File: src/rtl/sensor_qualifier_if.sv
// Sensor qualifier sample/result bundle: En and Raw in, qualified levels and
// transition pulses out. Clock and reset stay plain ports on the block.
interface sensor_qualifier_if #(
    parameter int NCH = 7
);
    logic           En;
    logic [NCH-1:0] Raw;
    logic [NCH-1:0] Q;
    logic [NCH-1:0] Rise;
    logic [NCH-1:0] Fall;
    logic           Chg;
    logic [NCH-1:0] Chat;

    modport master (output En, Raw, input Q, Rise, Fall, Chg, Chat);
    modport slave  (input En, Raw, output Q, Rise, Fall, Chg, Chat);
endinterface

File: src/rtl/sensor_qualifier.sv
// Per-channel debounce qualifier for field-sensor levels with edge pulses.
// Optional per-channel chatter detection is compiled in by SENSOR_CHATTER_DETECT_EN.
module sensor_qualifier #(
    parameter int NCH    = 7,
    parameter int DB_LEN = 4,
    parameter int CW     = 3
) (
    input  logic             Ck,
    input  logic             Clr,
    sensor_qualifier_if.slave sq
);
    localparam logic [CW-1:0] CNT_LAST = CW'(DB_LEN - 1);
    localparam logic [CW-1:0] CNT_ONE  = CW'(1);
    localparam logic [CW-1:0] CNT_ZERO = {CW{1'b0}};

    logic [NCH-1:0] q_r;
    logic [NCH-1:0] rise_r;
    logic [NCH-1:0] fall_r;
    logic           chg_r;
    logic [CW-1:0]  cnt_r [NCH];

    logic [NCH-1:0] q_nxt_s;
    logic [NCH-1:0] rise_nxt_s;
    logic [NCH-1:0] fall_nxt_s;
    logic [CW-1:0]  cnt_nxt_s [NCH];

    // Debounce decision: a matching sample aborts, the DB_LEN-th mismatch qualifies.
    always_comb begin
        q_nxt_s    = q_r;
        rise_nxt_s = {NCH{1'b0}};
        fall_nxt_s = {NCH{1'b0}};
        for (int i = 0; i < NCH; i++) begin
            cnt_nxt_s[i] = cnt_r[i];
            if (sq.En) begin
                if (sq.Raw[i] == q_r[i]) begin
                    cnt_nxt_s[i] = CNT_ZERO;
                end else if (cnt_r[i] == CNT_LAST) begin
                    q_nxt_s[i]    = sq.Raw[i];
                    cnt_nxt_s[i]  = CNT_ZERO;
                    rise_nxt_s[i] = sq.Raw[i];
                    fall_nxt_s[i] = ~sq.Raw[i];
                end else begin
                    cnt_nxt_s[i] = cnt_r[i] + CNT_ONE;
                end
            end else begin
                cnt_nxt_s[i] = cnt_r[i];
            end
        end
    end

    // State and pulse registers; Clr wins over everything else.
    always_ff @(posedge Ck) begin
        if (Clr) begin
            q_r    <= {NCH{1'b0}};
            rise_r <= {NCH{1'b0}};
            fall_r <= {NCH{1'b0}};
            chg_r  <= 1'b0;
            for (int i = 0; i < NCH; i++) begin
                cnt_r[i] <= CNT_ZERO;
            end
        end else begin
            q_r    <= q_nxt_s;
            rise_r <= rise_nxt_s;
            fall_r <= fall_nxt_s;
            chg_r  <= |(rise_nxt_s | fall_nxt_s);
            for (int i = 0; i < NCH; i++) begin
                cnt_r[i] <= cnt_nxt_s[i];
            end
        end
    end

    assign sq.Q    = q_r;
    assign sq.Rise = rise_r;
    assign sq.Fall = fall_r;
    assign sq.Chg  = chg_r;

`ifdef SENSOR_CHATTER_DETECT_EN
    logic [1:0]     abt_r     [NCH];
    logic [1:0]     abt_nxt_s [NCH];
    logic [NCH-1:0] chat_r;

    // Abort counting: only attempts that had made progress count as chatter.
    always_comb begin
        for (int i = 0; i < NCH; i++) begin
            abt_nxt_s[i] = abt_r[i];
            if (rise_nxt_s[i] | fall_nxt_s[i]) begin
                abt_nxt_s[i] = 2'd0;
            end else if (sq.En && (sq.Raw[i] == q_r[i]) && (cnt_r[i] != CNT_ZERO)
                         && (abt_r[i] != 2'd3)) begin
                abt_nxt_s[i] = abt_r[i] + 2'd1;
            end else begin
                abt_nxt_s[i] = abt_r[i];
            end
        end
    end

    // Chatter registers; the flag mirrors a saturated abort counter.
    always_ff @(posedge Ck) begin
        if (Clr) begin
            chat_r <= {NCH{1'b0}};
            for (int i = 0; i < NCH; i++) begin
                abt_r[i] <= 2'd0;
            end
        end else begin
            for (int i = 0; i < NCH; i++) begin
                abt_r[i]  <= abt_nxt_s[i];
                chat_r[i] <= (abt_nxt_s[i] == 2'd3);
            end
        end
    end

    assign sq.Chat = chat_r;
`else
    assign sq.Chat = {NCH{1'b0}};
`endif

endmodule

File: src/flat_wrapper.sv
// flat-port wrapper written by rule: the top's interface ports become plain ports
module sensor_qualifier_flat 
#(
    parameter int NCH    = 7,
    parameter int DB_LEN = 4,
    parameter int CW     = 3
)
  (Ck, Clr, sq_En, sq_Raw, sq_Q, sq_Rise, sq_Fall, sq_Chg, sq_Chat);
  sensor_qualifier_if #(.NCH(NCH)) sq_i ();
  input  logic Ck;
  input  logic Clr;
  input wire logic [$bits(sq_i.En)-1:0] sq_En;
  input wire logic [$bits(sq_i.Raw)-1:0] sq_Raw;
  output wire logic [$bits(sq_i.Q)-1:0] sq_Q;
  output wire logic [$bits(sq_i.Rise)-1:0] sq_Rise;
  output wire logic [$bits(sq_i.Fall)-1:0] sq_Fall;
  output wire logic [$bits(sq_i.Chg)-1:0] sq_Chg;
  output wire logic [$bits(sq_i.Chat)-1:0] sq_Chat;
  assign sq_i.En = sq_En;
  assign sq_i.Raw = sq_Raw;
  assign sq_Q = sq_i.Q;
  assign sq_Rise = sq_i.Rise;
  assign sq_Fall = sq_i.Fall;
  assign sq_Chg = sq_i.Chg;
  assign sq_Chat = sq_i.Chat;
  sensor_qualifier #(.NCH(NCH), .DB_LEN(DB_LEN), .CW(CW)) u_core (.Ck(Ck), .Clr(Clr), .sq(sq_i));
endmodule
File: config.mk
export PLATFORM = sky130hd
export DESIGN_NAME = sensor_qualifier_flat
export DESIGN_NICKNAME = d
export VERILOG_FILES = /design/src/rtl/sensor_qualifier_if.sv /design/src/rtl/sensor_qualifier.sv /design/src/flat_wrapper.sv
export SDC_FILE = /design/constraint.sdc
export NUM_CORES = 1
export LEC_CHECK = 0
export BUFFER_PORTS_ARGS = -buffer_cell sky130_fd_sc_hd__buf_2
export CAP_MARGIN = 10
export CORE_MARGIN = 2
export CORE_UTILIZATION = 23
export DETAILED_ROUTE_END_ITERATION = 10
export PLACE_DENSITY = 0.39
export SYNTH_ARGS = -nofsm -noshare
export SYNTH_HDL_FRONTEND = slang
export SYNTH_SLANG_ARGS = --single-unit
File: constraint.sdc
create_clock -name Ck -period 1.2 [get_ports Ck]
set_input_delay 0.06 -clock Ck [delete_from_list [all_inputs] [get_ports Ck]]
set_output_delay 0.06 -clock Ck [all_outputs]
set_load 0.005 [all_outputs]
After elaboration in Yosys (flattened, before gate mapping). Memory sizes are Yosys's and may differ from the RTL's. Cells that the tools add are included.

Register bits after elaboration: 22. Bits in writable memories: 21. Bits of input ports: 10. Word-level logic and storage cells: 135. Memories kept: 1.

Add/subtract/negate cells: 7. Eq/ne operators: 14. Multiplexer cells: 73. Bitwise gates (word level): 22. Reductions and logical operators: 8.

Memories: u_core.cnt_r (depth 7, bits a word 3, read ports 7, clocked after Yosys merged registers in 0, wr ports 7, line sensor_qualifier.sv:20) `logic [CW-1:0] cnt_r [NCH];`.

Operators with widths (number): 3-bit two-way mux (28); 1-bit two-way mux (45); 3-bit by 1-bit adder with 3-bit output (second input constant) (7); 3-bit by 2-bit equality test with 1-bit output (second input constant) (7); 3-bit AND reduction (7); 1-bit inverter (14); 1-bit equality test (7); 1-bit OR (7); 7-bit OR (1); 7-bit OR reduction (1).

Logic depth before layout (Yosys ltp). Gate-level depths: netlist (run 1). An unclocked memory read counts as a cell.

Depth after elaboration: 7. Mapped depth: 5.

Worst setup path before layout (run 1). OpenSTA, ideal clock, no wires.

Path type: register to register. Start point: memory u_core.cnt_r[6][0] (netlist: u_core.cnt_r[3][0]). End point: register u_core.chg_r (netlist: u_core.sq.Chg). Data arrival time: 1152 ps. Required time: 1123 ps. Path slack: -28 ps. Cell stages (with the launch flop): 6. Path buffers: 0. Period minus slack after synthesis: 1228 ps. Cells stage by stage: dfxtp_1 > ha_1 > nor2b_1 > nand3_2 > and4_4 > a41oi_2.

RTL lines: start, declared (line sensor_qualifier.sv:20); end signal, assigned (line sensor_qualifier.sv:65) `chg_r <= |(rise_nxt_s | fall_nxt_s);`; end, declared (line sensor_qualifier.sv:19) `logic chg_r;`.

==> out/results.tsv, run 1 <==
stage	metric	value	unit
synthesis	Seq cells post-synth	43	
power_and_ir_drop	Pwr Total	3070	uW
critical_path	crit path cell chain	ha_4 > nor2b_4 > nand3_2 > buf_6 > mux2i_1 > nor2_1	
cells_and_area	number of fill cells	815	
synthesis	count of cell types in the netlist	27	
power_and_ir_drop	PD cells	1150	nW/um2
timing	Finish-stage setup viols	0	
power_and_ir_drop	Peak VDD IR	472	uV
die	Core Area	7690	um2
route	drt initial violations	22	
timing	final count of pins violating max slew	0	
die	full die area	8590	um2
synthesis	synth top area cells	dfxtp_1, mux2i_1, ha_1	
route	DRC violations left	0	
grt	first-pass GRT wire length	6360	um
critical_path	CP peak stage delay	360	ps
critical_path	CP arrival	1370	ps
hold_path	min-delay worst type	primary input to register	
grt	grt ovf	0	
route	Detail Route Antenna Nets	0	
die	die width	92.7	um
placement	gpl congestion	0.699	
synthesis	Synth Instances	181	
timing	fmax	848	MHz
clocking	Clock Latency Late Sink	300	ps
route	vias per cell	4.17	
timing	RSZ-0062 raised after global routing	yes	
critical_path	worst-case reg-to-reg path depth	6	
critical_path	worst r2r src	u_core.cnt_r[3][0]	
status	status	complete, no violations	
run	Max-cap violations	0	
grt	largest net degree at the start of global routing	44	
synthesis	post-synth top area cell	dfxtp_1	
clocking	H-tree levels	2	
synthesis	syn_area_per_cell	10.0	um2
grt	initial antenna violation count	0	
timing	final hold slack	12.6	ps
die	Starting Density	23.5	%
cells_and_area	Design Area, Final	2670	um2
synthesis	Syn Std Cell Area	1810	um2
critical_path	Max FO, Critical Path	3	
clocking	CTS tree	built	
cells_and_area	layout cell share with drive strength beyond 1	47.1	%
critical_path	reg2reg end	u_core.sq.Q[6]	
critical_path	register-to-register setup slack	20	ps
clocking	CTS root buf	clkbuf_8	
grt	number of global-route vias before repair	1495	
cells_and_area	post-layout util	34.8	%
route	DRT Pass-1 Iters	4	
clocking	Num CTS Buffers	5	
power_and_ir_drop	leakage	0.00117	uW
clocking	CTS clk-pin slew, worst paths	90	ps
critical_path	WP data required	1390	ps
route	Routed WL	3710	um
critical_path	type of the worst setup path	register to register	
clocking	clock buffer depth	2	
critical_path	Crit-path slowest cell	dfxtp_2	
synthesis	sequential area share after synthesis	47.6	%
clocking	# clock sinks	43	
route	routed via count	1442	
timing	Final Cycle Share	98.3	%
grt	GR Util All Layers	9.27	%
cells_and_area	# nets final	260	
timing	TNS Setup	0	ps
cells_and_area	area grow syn2layout	47.8	%
hold_path	hold_sp	sq_Raw[3]	
cells_and_area	diodes inserted	0	
hold_path	WHS Path Cells	2	
placement	I/O Buffers	31	
die	DIE HEIGHT	92.7	um
route	wire per inst	10.7	um
critical_path	startpoint types	register	
die	Top Ports	39	
synthesis	post-synth top area share	47.6	%
timing	Fin. Hold Viols	0	
placement	hpwl dp	2440	um
critical_path	crit end category	register	
placement	Area after DPL	2290	um2
timing	Clock Skew	6.37	ps
die	FP Rows	32	
timing	Tmin final	1180	ps
synthesis	synth warn	0	
hold_path	WHS Endpoint	u_core.sq.Fall[3]	
[placed cells by master, fill, tap and decap left out, types with 4 or more instances in the layout]
master          n
and3b_1         7
dfxtp_2        14
conb_1          7
nor2_1         14
clkbuf_8        5
nor3_2          4
buf_4          24
nor3b_1         4
dfxtp_1        29
xor2_2          6
ha_2            4
nor3_1          7
a21oi_1         7
mux2i_1        11
nand2b_1       10
dlygate4sd3_1   5
nor2b_4         4
buf_2          31
xnor2_1         4
nand3_1         7
o21ai_0         4
[cell usage after synthesis]
cell,number
a21oi_1,7
a41oi_2,1
and3b_1,7
and4_4,1
buf_2,2
buf_4,7
clkbuf_1,7
conb_1,1
dfxtp_1,43
ha_1,7
inv_1,3
mux2_2,3
mux2i_1,11
nand2b_1,10
nand3_1,10
nand3_2,1
nand4_1,3
nand4b_1,3
nor2_1,14
nor2b_1,4
nor3_1,11
nor3b_1,6
nor3b_2,1
o21ai_0,4
o21ai_1,3
xnor2_1,4
xor2_1,7
[stage by stage]
step	std cells	setup slack [ps]
after global routing	346	-39.2
after global placement	331	-66.0
final	346	20.5
after floorplan	187	4.74
after detailed placement	331	-80.1
after CTS	345	-13.5
[critical path: cells and delay by family (launching register included)]
| family | cells | cell delay, ps |
|---|---|---|
| fa+ha+maj | 1 | 130 |
| buf+inv | 1 | 140 |
| flops | 1 | 360 |
| mux | 1 | 140 |
| simple gates | 3 | 300 |
[timing repair]
action                     in CTS  in global routing
setup endpoints to repair       8                 16
buffers inserted                1                  1
hold endpoints to repair        5                  0
resized for setup              19                 24
pin swaps                       4                  3
hold buffers                    5                  0
[registers in the layout, indices dropped and copies added (netlist names)]
name / count
u_core.cnt_r: 21
u_core.sq.Fall: 7
u_core.sq.Q: 7
u_core.sq.Rise: 7
u_core.sq.Chg: 1
[worst max-delay path by stage]
stage | from | end | slack, ps | cells past startpoint
after floorplan | u_core.cnt_r[3][0] | u_core.sq.Chg | 5 | 5
after global placement | u_core.cnt_r[1][3] | u_core.sq.Chg | -70 | 5
after detailed placement | u_core.cnt_r[0][0] | u_core.sq.Chg | -80 | 5
after CTS | u_core.cnt_r[3][1] | u_core.sq.Q[6] | -10 | 6
after global routing | u_core.cnt_r[3][0] | u_core.sq.Q[6] | -40 | 6
final | u_core.cnt_r[3][0] | u_core.sq.Q[6] | 20 | 6
[area by class of cell]
| type | count | area (um2) | area share [%] |
|---|---|---|---|
| clock buffer | 5 | 68.8 | 2.57 |
| tap | 102 | 128 | 4.77 |
| timing repair buffer | 65 | 459 | 17.2 |
| inverter | 3 | 11.3 | 0.421 |
| clock inverter | 3 | 67.6 | 2.53 |
| sequential | 43 | 878 | 32.8 |
| multi-input combinational | 125 | 1060 | 39.7 |
[where the power goes]
group          internal (uW)  switching (uW)  leakage [uW]
registers               1450            16.0      0.000354
clock network            830             533     0.0000644
logic                    121             124      0.000750
total                   2400             674       0.00117
[per-layer routing]
metal | share of wire [%] | up-vias | GRT usage [%] | wire [um]
met3 | 4.2 | 7 | 2.77 | 156
met5 | 0 | - | 0 | 0
met2 | 48 | 27 | 15.7 | 1780
li1 | - | 727 | - | -
met4 | 1.7 | 0 | 4.04 | 63
met1 | 46 | 681 | 10.8 | 1710
[cell families after synthesis]
group / after synthesis / synth area share [%]
AND/OR/NAND/NOR: 71 / 23.8
XOR/XNOR: 11 / 5.32
AO/OA/AOI/OAI: 15 / 4.77
multiplexers: 14 / 7.95
adder cells (fa/ha/maj): 7 / 4.84
buffers and inverters: 19 / 5.53
other: 1 / 0.207
flip-flops: 43 / 47.6
Power figures use the tool's default switching activity.
==> run 2: changes to the inputs <==
CTS_CLUSTER_SIZE = 12   (was not set)
RECOVER_POWER = 100   (was not set)
==> out/results.tsv, run 2 (synthesis results as in run 1) <==
stage	metric	value	unit
power_and_ir_drop	leakage	0.00113	uW
cells_and_area	commonest non-fill, non-tap cell in the layout	dfxtp_1	
power_and_ir_drop	PD cells	1170	nW/um2
critical_path	startpoint types	register	
cells_and_area	fin cells	346	
grt	first-pass GRT wire length	6360	um
hold_path	WHS Path Cells	2	
route	vias per cell	4.18	
critical_path	CP peak stage delay	360	ps
grt	GR Util All Layers	9.27	%
clocking	H-tree levels	2	
die	Top Ports	39	
critical_path	register-to-register setup slack	20	ps
route	DRC violations left	0	
cells_and_area	Design Area, Final	2630	um2
cells_and_area	commonest non-fill, non-tap cells in the layout	dfxtp_1, buf_2, buf_4	
route	Detail Route Antenna Nets	0	
timing	final count of pins violating max slew	0	
die	die width	92.7	um
hold_path	min-delay worst type	primary input to register	
critical_path	type of the worst setup path	register to register	
power_and_ir_drop	Switching Share	21.9	%
critical_path	WP buf/inv	1	
power_and_ir_drop	P_int	2400	uW
route	DRT Pass-1 Iters	4	
critical_path	worst r2r src	u_core.cnt_r[3][0]	
cells_and_area	# nets final	260	
placement	Inst Count DP	331	
critical_path	delay-heaviest family, CP	flip-flops	
placement	Area after DPL	2290	um2
placement	I/O Buffers	31	
timing	fmax	850	MHz
power_and_ir_drop	Peak VDD IR	471	uV
die	DIE HEIGHT	92.7	um
critical_path	reg2reg end	u_core.sq.Q[6]	
grt	largest net degree at the start of global routing	44	
clocking	Clock Latency Late Sink	300	ps
timing	Final Cycle Share	98.1	%
hold_path	hold_sp	sq_Raw[1]	
power_and_ir_drop	clock share of power	44.4	%
route	routed via count	1447	
grt	grt ovf	0	
timing	Finish-stage setup viols	0	
die	full die area	8590	um2
critical_path	worst-case reg-to-reg path depth	6	
cells_and_area	diodes inserted	0	
route	drt initial violations	19	
clocking	# clock sinks	43	
status	status	complete, no violations	
timing	RSZ-0062 raised after global routing	yes	
die	Core Area	7690	um2
critical_path	Max FO, Critical Path	3	
timing	Tmin final	1180	ps
placement	gpl congestion	0.699	
route	wire per inst	10.8	um
clocking	clock buffer depth	2	
grt	initial antenna violation count	0	
critical_path	Crit-path slowest cell	dfxtp_2	
power_and_ir_drop	Combinational Power Share	7.9	%
critical_path	crit end category	register	
clocking	CTS root buf	clkbuf_8	
power_and_ir_drop	Seq pwr share	47.7	%
cells_and_area	layout cell share with drive strength beyond 1	41.4	%
placement	hpwl dp	2440	um
clocking	Num CTS Buffers	5	
power_and_ir_drop	Psw	671	uW
cells_and_area	Most flops, register	u_core.cnt_r	
run	Max-cap violations	0	
timing	Fin. Hold Viols	0	
critical_path	WP data required	1390	ps
critical_path	crit path cell chain	ha_4 > nor2b_4 > nand3_2 > buf_6 > mux2i_1 > nor2_1	
die	FP Rows	32	
cells_and_area	area grow syn2layout	45.1	%
hold_path	WHS Endpoint	u_core.sq.Fall[1]	
grt	number of global-route vias before repair	1495	
clocking	CTS clk-pin slew, worst paths	90	ps
timing	Clock Skew	6.29	ps
critical_path	CP arrival	1360	ps
clocking	CTS tree	built	
timing	final hold slack	3.73	ps
die	Starting Density	23.5	%
route	Routed WL	3720	um
cells_and_area	Largest register FFs	21	
-- run 2: changes by cell type in the layout (fill, tap and decap cells not counted) --
| cell | previous run | this run |
|---|---|---|
| clkbuf_1 | 0 | 8 |
| buf_2 | 31 | 26 |
| buf_4 | 24 | 19 |
| xor2_1 | 1 | 4 |
| xor2_2 | 6 | 3 |
| dfxtp_1 | 29 | 31 |
| dfxtp_2 | 14 | 12 |
| o21ai_0 | 4 | 6 |
| o21ai_1 | 3 | 1 |
| buf_1 | 0 | 1 |
| clkbuf_2 | 0 | 1 |
-- run 2: worst max-delay path by stage --
stage                  startpoint        endpoint  slack, ps  cells past startpoint
2_1_floorplan  u_core.cnt_r[3][0]   u_core.sq.Chg          5                      5
3_3_place_gp   u_core.cnt_r[1][3]   u_core.sq.Chg        -70                      5
3_5_place_dp   u_core.cnt_r[0][0]   u_core.sq.Chg        -80                      5
4_1_cts        u_core.cnt_r[3][1]  u_core.sq.Q[6]        -10                      6
5_1_grt        u_core.cnt_r[3][0]  u_core.sq.Q[6]        -40                      6
6_report       u_core.cnt_r[3][0]  u_core.sq.Q[6]         20                      6
-- run 2: area by class of cell --
class / instances / area (um2)
flip-flops and latches: 43 / 876
well taps: 102 / 128
repair buffers: 65 / 435
inverters: 3 / 11.3
clock buffers: 5 / 68.8
clock inverters: 3 / 67.6
multi-input cells: 125 / 1040
fillers: 828 / 5060
-- run 2: through the flow --
stage                     setup slack, ps  setup TNS, ps  power [uW]  utilization [%]
after global routing                -39.2           -240        3220             34.1
after global placement              -66.0           -131        1710             29.7
final                                23.2              0        3070             34.1
after floorplan                      4.74              0        1630                -
after CTS                           -13.5          -13.5        3120             33.3
after detailed placement            -80.1           -199        1710             29.7
-- run 2: timing repair --
| action | CTS | global route |
|---|---|---|
| gates resized for setup | 19 | 24 |
| buffers inserted | 1 | 1 |
| endpoints found under the setup margin | 8 | 16 |
| endpoints found under the hold margin | 5 | 0 |
| pin swaps | 4 | 3 |
| hold buffers | 5 | 0 |
-- run 2: per-layer routing --
layer  wire, um  GRT usage [%]  share of wire [%]  up-vias
met2       1780           15.7                 48       27
li1           -              -                  -      732
met5          0              0                  0        -
met3        155           2.77                4.2        7
met4         63           4.04                1.7        0
met1       1730           10.8                 46      681
-- run 2: power by group through the flow --
stage | clock, uW | sequential (uW) | combinational (uW)
5_1_grt | 1470 | 1470 | 272
3_5_place_dp | 0 | 1490 | 215
4_1_cts | 1430 | 1460 | 235
3_3_place_gp | 0 | 1490 | 216
2_1_floorplan | 0 | 1490 | 141
6_report | 1360 | 1460 | 241
==> run 3: changes to the inputs <==
==> constraint.sdc (replaced) <==
create_clock -name Ck -period 1.2 [get_ports Ck]
set_input_delay 0.06 -clock Ck [delete_from_list [all_inputs] [get_ports Ck]]
set_output_delay 0.06 -clock Ck [all_outputs]
set_load 0.01 [all_outputs]
==> out/results.tsv, run 3 (synthesis results as in run 1) <==
stage	metric	value	unit
power_and_ir_drop	Switching Share	21.5	%
clocking	CTS tree	built	
route	DRC violations left	0	
cells_and_area	area of the multi-input gates	1050	um2
timing	final count of pins violating max slew	0	
route	DRT Pass-1 Iters	4	
route	routed via count	1422	
die	FP Rows	32	
cells_and_area	commonest non-fill, non-tap cells in the layout	buf_4, dfxtp_1, dfxtp_2	
clocking	CTS clk-pin slew, worst paths	90	ps
timing	Fin. Hold Viols	0	
status	status	complete, no violations	
grt	first-pass GRT wire length	6200	um
timing	Finish-stage setup viols	0	
placement	pre-CTS WS	-69.0	ps
timing	Tmin final	1170	ps
route	wire per inst	10.5	um
power_and_ir_drop	Seq pwr share	47.9	%
power_and_ir_drop	PD cells	1140	nW/um2
timing	fmax	855	MHz
cells_and_area	number of fill cells	816	
critical_path	crit path cell chain	ha_4 > nor2b_4 > nand3_4 > buf_6 > mux2i_1 > nor2_1	
power_and_ir_drop	Peak VDD IR	628	uV
die	full die area	8590	um2
timing	Clock Skew	5.62	ps
critical_path	crit end category	register	
power_and_ir_drop	P_int	2400	uW
die	Core Area	7690	um2
cells_and_area	register area	886	um2
grt	grt ovf	0	
route	vias per cell	4.06	
clocking	H-tree levels	2	
cells_and_area	diodes inserted	0	
cells_and_area	Most flops, register	u_core.cnt_r	
hold_path	min-delay worst type	primary input to register	
cells_and_area	post-layout util	34.8	%
critical_path	CP arrival	1350	ps
placement	hpwl dp	2300	um
run	Max-cap violations	0	
die	DIE HEIGHT	92.7	um
route	Detail Route Antenna Nets	0	
route	drt initial violations	41	
timing	Final Cycle Share	97.5	%
grt	number of global-route vias before repair	1294	
grt	GR Util All Layers	8.89	%
cells_and_area	# nets final	264	
critical_path	WP data required	1380	ps
cells_and_area	Largest register FFs	21	
critical_path	Max FO, Critical Path	3	
cells_and_area	commonest non-fill, non-tap cell in the layout	buf_4	
clocking	Num CTS Buffers	5	
grt	largest net degree at the start of global routing	44	
timing	worst setup margin	30.1	ps
cells_and_area	layout cell share with drive strength beyond 1	41.5	%
critical_path	Crit-path slowest cell	dfxtp_2	
placement	gpl congestion	0.657	
critical_path	startpoint types	register	
power_and_ir_drop	Psw	656	uW
route	Routed WL	3680	um
critical_path	type of the worst setup path	register to register	
clocking	CTS root buf	clkbuf_8	
grt	initial antenna violation count	0	
critical_path	CP peak stage delay	370	ps
power_and_ir_drop	leakage	0.00112	uW
power_and_ir_drop	clock share of power	44.0	%
cells_and_area	area grow syn2layout	48.0	%
clocking	# clock sinks	43	
clocking	clock buffer depth	2	
placement	I/O Buffers	31	
power_and_ir_drop	Combinational Power Share	8.0	%
clocking	Clock Latency Late Sink	290	ps
timing	RSZ-0062 raised after global routing	yes	
die	die width	92.7	um
die	Starting Density	23.5	%
die	Top Ports	39	
-- run 3: worst paths after layout --
kind,startpoint,to,slack (ps),cells after the start
setup reg to reg,u_core.cnt_r[3][0],u_core.sq.Q[6],30,6
hold reg to reg,u_core.cnt_r[2][4],u_core.cnt_r[2][4],480,2
setup / recovery,u_core.cnt_r[3][0],u_core.sq.Q[6],30,6
hold / removal,sq_Raw[6],u_core.sq.Fall[6],30,2
-- run 3: stage by stage --
stage,area [um2],std cells,TNS (ps),power [uW],hold WS (ps)
5_1_grt,2680,350,-166,3190,19.4
3_3_place_gp,2270,328,-220,1710,303
6_report,2680,350,0,3060,27.5
4_1_cts,2530,342,-1.22,3090,0.978
3_5_place_dp,2270,328,-188,1710,304
2_1_floorplan,1870,187,-6.72,1640,139
-- run 3: final cells by class --
type                    count  share of cell area [%]
multi-input cells         125                    39.1
inverters                   3                   0.421
clock inverters             2                    2.24
repair buffers             69                    17.7
clock buffers               6                    2.71
well taps                 102                    4.77
flip-flops and latches     43                    33.1
-- run 3: what timing repair did --
item,in CTS,in global routing
pin swaps,2,7
hold buffers,5,0
resized for setup,20,26
endpoints found under the setup margin,6,17
buffers inserted,1,8
hold endpoints to repair,5,0
-- run 3: worst max-delay path, delay by kind of cell, from the launching register on --
kind                       cells  cell delay (ps)
DFF                            1              370
and+or+nand+nor                3              300
adders and majority gates      1              140
buffers and inverters          1              140
muxes                          1              130
-- run 3: per-layer routing --
metal	wire, um	GRT usage (%)	part of all wire, %
met1	1850	12.1	50
met2	1670	13.7	45
met3	142	2.60	3.9
met4	16	2.57	0.43
met5	0	0	0
-- run 3: power groups by stage --
stage | Sequential [uW] | Combinational, uW | Clock, uW
after CTS | 1460 | 236 | 1400
final | 1470 | 246 | 1350
after global routing | 1470 | 277 | 1450
after detailed placement | 1490 | 217 | 0
after floorplan | 1490 | 146 | 0
after global placement | 1490 | 219 | 0
